`src/rtl/icache.sv`:
```
// icache: direct-mapped one-word-per-line instruction cache with a single
// outstanding miss to the memory arbiter and a one-cycle hit latency.
module icache #(
  parameter int INDEX_WIDTH = 6,
  parameter int ADDR_WIDTH  = 32,
  parameter int INST_WIDTH  = 32
) (
  input  logic                  clk,
  input  logic                  rst_in,
  input  logic                  rdy_in,
  input  logic                  flush,
  input  logic                  if2ic_req,
  input  logic [ADDR_WIDTH-1:0] if2ic_addr,
  output logic                  ic2if_rdy,
  output logic [INST_WIDTH-1:0] ic2if_inst,
  output logic                  ic2mem_req,
  output logic [ADDR_WIDTH-1:0] ic2mem_addr,
  input  logic                  mem2ic_rdy,
  input  logic [INST_WIDTH-1:0] mem2ic_data
);
  localparam int LINES     = 1 << INDEX_WIDTH;
  localparam int TAG_WIDTH = ADDR_WIDTH - INDEX_WIDTH - 2;
  typedef enum logic [1:0] {IDLE, MISS, RESP} state_t;
  state_t state, state_d;
  logic [LINES-1:0]       valid;
  logic [TAG_WIDTH-1:0]   tags  [LINES];
  logic [INST_WIDTH-1:0]  lines [LINES];
  logic [INDEX_WIDTH-1:0] req_idx, fill_idx;
  logic [TAG_WIDTH-1:0]   req_tag, fill_tag;
  logic                   hit, fill, rdy_d, mem_req_d;
  logic [INST_WIDTH-1:0]  inst_d;
  logic [ADDR_WIDTH-1:0]  mem_addr_d;
  assign req_idx  = if2ic_addr[INDEX_WIDTH+1:2];
  assign req_tag  = if2ic_addr[ADDR_WIDTH-1:INDEX_WIDTH+2];
  // The held miss address doubles as the latched fill address.
  assign fill_idx = ic2mem_addr[INDEX_WIDTH+1:2];
  assign fill_tag = ic2mem_addr[ADDR_WIDTH-1:INDEX_WIDTH+2];
  assign hit      = valid[req_idx] && tags[req_idx] == req_tag;
  always_comb begin
    state_d    = state;
    rdy_d      = 1'b0;
    inst_d     = ic2if_inst;
    mem_req_d  = ic2mem_req;
    mem_addr_d = ic2mem_addr;
    fill       = 1'b0;
    if (flush) begin
      state_d   = IDLE;
      mem_req_d = 1'b0;
      fill      = state == MISS && mem2ic_rdy;
    end else begin
      case (state)
        IDLE: if (if2ic_req) begin
          state_d    = hit ? RESP : MISS;
          rdy_d      = hit;
          inst_d     = hit ? lines[req_idx] : ic2if_inst;
          mem_req_d  = !hit;
          mem_addr_d = hit ? ic2mem_addr : if2ic_addr & ~ADDR_WIDTH'(3);
        end
        MISS: if (mem2ic_rdy) begin
          state_d   = RESP;
          rdy_d     = 1'b1;
          inst_d    = mem2ic_data;
          mem_req_d = 1'b0;
          fill      = 1'b1;
        end
        default: state_d = IDLE;
      endcase
    end
  end
  always_ff @(posedge clk or negedge rst_in) begin
    if (!rst_in) begin
      state       <= IDLE;
      valid       <= '0;
      ic2if_rdy   <= 1'b0;
      ic2if_inst  <= '0;
      ic2mem_req  <= 1'b0;
      ic2mem_addr <= '0;
    end else if (rdy_in) begin
      state       <= state_d;
      ic2if_rdy   <= rdy_d;
      ic2if_inst  <= inst_d;
      ic2mem_req  <= mem_req_d;
      ic2mem_addr <= mem_addr_d;
      if (fill) valid[fill_idx] <= 1'b1;
    end
  end
  always_ff @(posedge clk) begin
    if (rdy_in && fill) begin
      tags[fill_idx]  <= fill_tag;
      lines[fill_idx] <= mem2ic_data;
    end
  end
endmodule

```
`config.mk`:
```
export PLATFORM = sky130hd
export DESIGN_NAME = icache
export DESIGN_NICKNAME = d
export VERILOG_FILES = /design/src/rtl/icache.sv
export SDC_FILE = /design/constraint.sdc
export NUM_CORES = 2
export LEC_CHECK = 0
export BUFFER_PORTS_ARGS = -buffer_cell sky130_fd_sc_hd__buf_2
export CORE_AREA = 2 2 550 552
export CTS_BUF_LIST = sky130_fd_sc_hd__clkbuf_4
export DETAILED_ROUTE_END_ITERATION = 12
export DIE_AREA = 0 0 552 554
export GPL_TIMING_DRIVEN = 0
export PLACE_DENSITY_LB_ADDON = 0.25
export SYNTH_ARGS = -nofsm -noshare
export SYNTH_HDL_FRONTEND = slang
export SYNTH_SLANG_ARGS = --single-unit
```
`constraint.sdc`:
```
create_clock -name clk -period 4.3 [get_ports clk]
set_input_delay 0 -clock clk [delete_from_list [all_inputs] [get_ports clk]]
set_output_delay 0 -clock clk [all_outputs]
set_load 0.02 [all_outputs]
```
# Yosys cells after proc, flatten, opt, wreduce, memory -nomap -nowiden
# Memories as Yosys holds them, arrays and structs flattened.
# Index checks and enable logic that the tools add are counted.
# W data, S select, Z words.
# totals
register_bits	130
mem_bits_rw	3584
input_bits	70
output_inout_bits	66
elab_cells	59
memories	2
# mem_list
memory	words	width	read_ports	rd_clocked_by_memory_dff	write_ports	line_no	text
lines	64	32	1	0	1	27	logic [INST_WIDTH-1:0] lines [LINES];
tags	64	24	1	0	1	26	logic [TAG_WIDTH-1:0] tags [LINES];
# classes
order_cmp	3
eq_ne	7
n_mux	25
n_bitwise	3
n_reduce_logical	13
# op_table
operator	n
$mux W32	3
$or A64 B64 Y64	1
$pmux W32 S2	1
$eq A24 B24 Y1	1
$lt A6 B7 Y1 const B	2
$mux W1	12
$mux W2	4
$bmux W1 S6	1
$demux W1 S6	1
$ge A6 B1 Y1 const B	1
$ne A2 B2 Y1 const B	3
$ne A3 B3 Y1 const B	2
$reduce_and A6 Y1	1
$reduce_and A5 Y1	1
$logic_and A1 B1 Y1	4
$pmux W1 S2	2
$pmux W2 S2	1
$reduce_and A4 Y1	1
$reduce_and A3 Y1	1
$reduce_bool A3 Y1	1
$eq A2 B1 Y1 const B	1
$logic_not A2 Y1	1
$not A1 Y1	2
$reduce_and A2 Y1	1
other kinds (2)	2

# Logic depth before layout (Yosys ltp)
# depth
word_depth	7
ltp_mapped	18
ltp_nobuf	10

# Worst setup path after synthesis
# No wires, ideal clock.
# synth_timing
path_type	reg-to-reg
from	register state[0]
to	memory lines[63][0] (enable)
setup_time_ns	0.471
arrival_time_ns	3.812
required_ns	3.829
setup_slack_ns	0.016
path_stages_with_launch	7
n_path_buf	1
period_less_slack_ns	4.284
path_cell_list	dfrtp_1 nor2b_1 clkbuf_1 nand3_1 nor2_1 nand3_1 nor2_1
# synth_between
elab_chain_cells	6
elab_cells_between_ends	7
classes_between	eq/ne: 1; mux: 4; reduce/logical: 2
# synth_lines
element	line_no	text
start: declaration	24	state_t state, state_d;
start signal: assignment	79	state <= state_d;
$eq A2 B1 Y1 *	49, 51	
$mux W1 or $logic_and A1 B1 Y1 (tied branches)	51, 49	
$mux W1 *	46	if (flush) begin
$logic_and A1 B1 Y1 *	88	if (rdy_in && fill) begin
$mux W1 *	88	
$mux W1 (implied by the code) *	90	lines[fill_idx] <= mem2ic_data;
end: declaration	27	
# Mark *: on every way between the ends. The rest lies on a longest branch, timed or not.

# Worst setup path in the final report
# layout_timing
from	input port if2ic_addr[3]
to	register ic2if_inst[2]
# layout_between
elab_chain_cells	5
elab_cells_between_ends	11
classes_between	eq/ne: 2; mux: 5; reduce/logical: 2; memory: 2
# layout_lines
element	line_no	text
start: declaration	13	input logic [ADDR_WIDTH-1:0] if2ic_addr,
$mem_v2 Z64 W24 or $bmux W1 S6 (tied branches)	-	
$eq A24 B24 Y1 or $mux W1 (tied branches)	38	assign hit = valid[req_idx] && tags[req_idx] == req_tag;
$logic_and A1 B1 Y1	38	
$ne A2 B2 Y1 (no source line)	-	
$reduce_and A6 Y1 (no source line)	-	
end signal: assignment	81	ic2if_inst <= inst_d;
end: declaration	15	output logic [INST_WIDTH-1:0] ic2if_inst,
# Several ways; a longest one is shown, not always the timed one. The select of a mux whose other input is x is not followed.
# A chain may end at the register's enable or synchronous reset.

==> impl_results.md <==
* Clk network pwr share at 0.370
* Maxcap violations at 6
* Sw frac at 0.2564
* Die Wd at 552 um
* Syn Inst Count at 6,489
* Dpl cells at 10.81k
* Fill cell count at 22.11k
* GRT Total Usage at 0.3154
* Layout cells sized above 1 at 0.3704
* Relative slew slack at -0.1230
* Max VDD drop at 0.0003325 V
* CTS tree: built
* CP Data Required Time at 5.79 ns
* Post-DP HPWL at 312.6 mm
* Largest net degree at the start of global routing at 72
* Ys flop type: edfxtp_1
* Final non-filler cell total at 12.77k
* Sw Pwr at 0.02025 W
* Most frequent cells in the layout: 3,584 x edfxtp_1, 1,315 x clkbuf_4, 827 x mux4_2
* FP Rows at 201
* Grt ovf at 0
* Setup CP Type: in2reg
* ANT nets after route at 0
* Worst Tran Pin Value at 1.663 ns
* RSZ-0062 raised after global routing: yes
* Register area share after synthesis at 0.7737
* DR pass1 iterations at 9
* Setup violators final at 79
* Synth Cell Area at 143,300 um2
* Die area at 305,800 um2
* Critical Path Start: if2ic_addr[3]
* CP startpoint kind: primary input
* CTS Buffer Depth at 4
* Hold crit path type: in2reg
* Global placement routability congestion at 0.9436
* R2R depth at 11
* H-tree levels at 6
* Number of global-route vias before repair at 80.79k
* Worst-path clk slew at 0.06 ns
* Yosys reg bits at 3,714
* Crit Path Max Fanout at 10
* Final period util at 1.108
* Worst skew pair latency at 1.70 ns
* Commonest non-fill, non-tap cell in the layout: edfxtp_1
* Root Driver: clkbuf_4
* Vias at 82.97k
* Flop pwr share at 0.543
* Drc violations at 0
* Leakage at 56.77 nW
* Status: finished with violations
* Core area at 299,300 um2
* Failing checks: max-capacitance violations, max-slew violations, negative setup slack
* Internal at 0.05874 W
* Initial DRC count at 14.00k
* WHS at 0.1745 ns
* Top cells by area, synth: edfxtp_1 75%, mux4_2 13%, mux2i_1 2.8%, dfrtp_1 2.3%, a22oi_1 0.65%
* Initial antenna violation count at 34
* I/O pins at 136
* Starting Density at 0.4788
* Data arrival, critical path at 6.25 ns
* Top-area cell type share of the netlist area at 0.7510
* Ys async rst share at 0.03500
* Mean area per synthesized cell at 22.08 um2
* Hold Path Origin: mem2ic_data[9]
* Area Overhead vs Synth at 18.85%
* Worst setup EP type: flop
* PortBufs at 127
* PD cells at 463.8 nW/um2
* Final hold vios at 0
* Largest area contributor in the netlist: edfxtp_1
* Final min period at 4.763 ns
* Unique masters post-synth at 86
* Max-slew violations at 29
* Power share of the combinational group at 0.087
* Wire per inst at 38.41 um
* Aggregate routed wire length at 490.5 mm
* Final Total Pwr at 0.07899 W
* Hold Path Stages at 4
* Total CTS buffers at 899
* Core Util, Final at 0.5691
* Worst setup margin at -0.4626 ns
* Global-route wire length before repair at 656.7 mm
* Reg-to-Reg Start: tags[63][12]
* Number of synthesized flops with an enable pin at 3,584
* Peak Freq at 210.0 MHz
* Fin nets at 8,166
* Setup TNS Final at -16.14 ns
* Syn. warnings at 0
* Clock skew at 0.1516 ns
* # clock sinks at 3,714
* Vias per inst at 6.498
* Die H at 554 um
[cell type report]
cell class              count  area [um2]  share of cell area
flip-flops and latches   3714      110900              0.6512
multi-input cells        2403       31170              0.1830
clock buffers            1306        9804             0.05757
repair buffers            705        9716             0.05704
well taps                3958        4952             0.02908
plain buffers             364        2009             0.01180
clock inverters           294        1680            0.009866
diodes                     16       40.04           0.0002351
inverters                   9       33.78           0.0001984
[synth_stat cells, drive strengths merged, types with 5 or more instances]
cell     instances
nand4           10
o2111ai          6
mux4           827
o221ai           9
nor3            16
and2            69
o22ai           23
a221oi           8
o31ai            5
nor4             9
nand2b           9
a22oi          126
mux2            88
buf            202
clkbuf         162
a21oi           92
nor3b            6
a22o             9
nand3b          13
inv              8
xnor2            6
edfxtp        3584
nor2b           30
nand3           68
nor2           107
or3              9
o21ai           62
nand2           95
nor4b            8
dfrtp          130
or3b             9
or2             65
a21o             6
a31oi           10
and3            10
a32oi           45
a211oi          74
mux2i          398
o211ai           8
[routing by layer]
layer,vias to the layer above,track usage,share of wire
met1,43017,0.4100,0.35
met4,20,0.1616,0.060
li1,31301,-,-
met2,7095,0.4731,0.45
met5,-,0,0.00031
met3,1541,0.1081,0.14
[stage by stage]
step / setup slack (ns) / cell area [um2]
after global routing: -0.1578 / 170300
after global placement: -7.243 / 148900
after floorplan: 0.01641 / 143300
final: -0.4626 / 170300
after CTS: -0.02849 / 170000
after detailed placement: -3.623 / 154500
[critical path, stage by stage]
cell and delay, ns:
buf_2 0.18, buf_4 0.36, buf_4 0.30, buf_4 0.37, buf_4 0.37, buf_2 0.43
buf_4 0.38, buf_4 0.37, clkbuf_4 0.47, buf_2 0.50, mux4_2 0.40, mux2i_1 0.18
a21oi_1 0.17, a32oi_1 0.74, o21ai_1 0.48, mux2_2 0.40
[sequential cells by signal, indices dropped and copies added, names as in the netlist]
signal / flops
lines: 2048
tags: 1536
valid: 64
ic2if_inst: 32
ic2mem_addr: 30
state: 2
ic2if_rdy: 1
ic2mem_req: 1
[what timing repair did]
item	CTS	global route
gates cloned	0	0
pin swaps	52	4
endpoints found under the hold margin	3578	0
setup endpoints to repair	3656	174
buffers inserted	116	12
resized for setup	72	39
hold buffers	210	0
[kinds of logic after synthesis]
family	after synthesis	share of synthesized area
muxes	1313	0.1654
and+or+nand+nor	551	0.02090
buffers and inverters	373	0.01348
AOI/OAI and AO/OA	528	0.02596
xor gates and xnor gates	9	0.0005501
DFF	3714	0.7737
other	1	0.00002617
[path summary, 6_finish.rpt]
check                                  end  slack, ns
setup / recovery             ic2if_inst[2]      -0.46
max in group asynchronous         state[0]       2.73
setup reg to reg            ic2if_inst[12]      -0.10
min in group asynchronous  ic2mem_addr[10]       0.54
hold reg to reg                  valid[29]       0.47
hold / removal                lines[52][9]       0.17
[power by group through the flow]
| stage | logic [W] | registers [W] | clock network, W |
|---|---|---|---|
| 4_1_cts | 0.00663 | 0.0428 | 0.0293 |
| 3_5_place_dp | 0.00633 | 0.0436 | 0 |
| 3_3_place_gp | 0.00503 | 0.0444 | 0 |
| 5_1_grt | 0.00704 | 0.0429 | 0.0312 |
| 6_report | 0.00690 | 0.0429 | 0.0292 |
| 2_1_floorplan | 0.00248 | 0.0439 | 0 |
No activity file was read; power rests on OpenSTA's default activity.
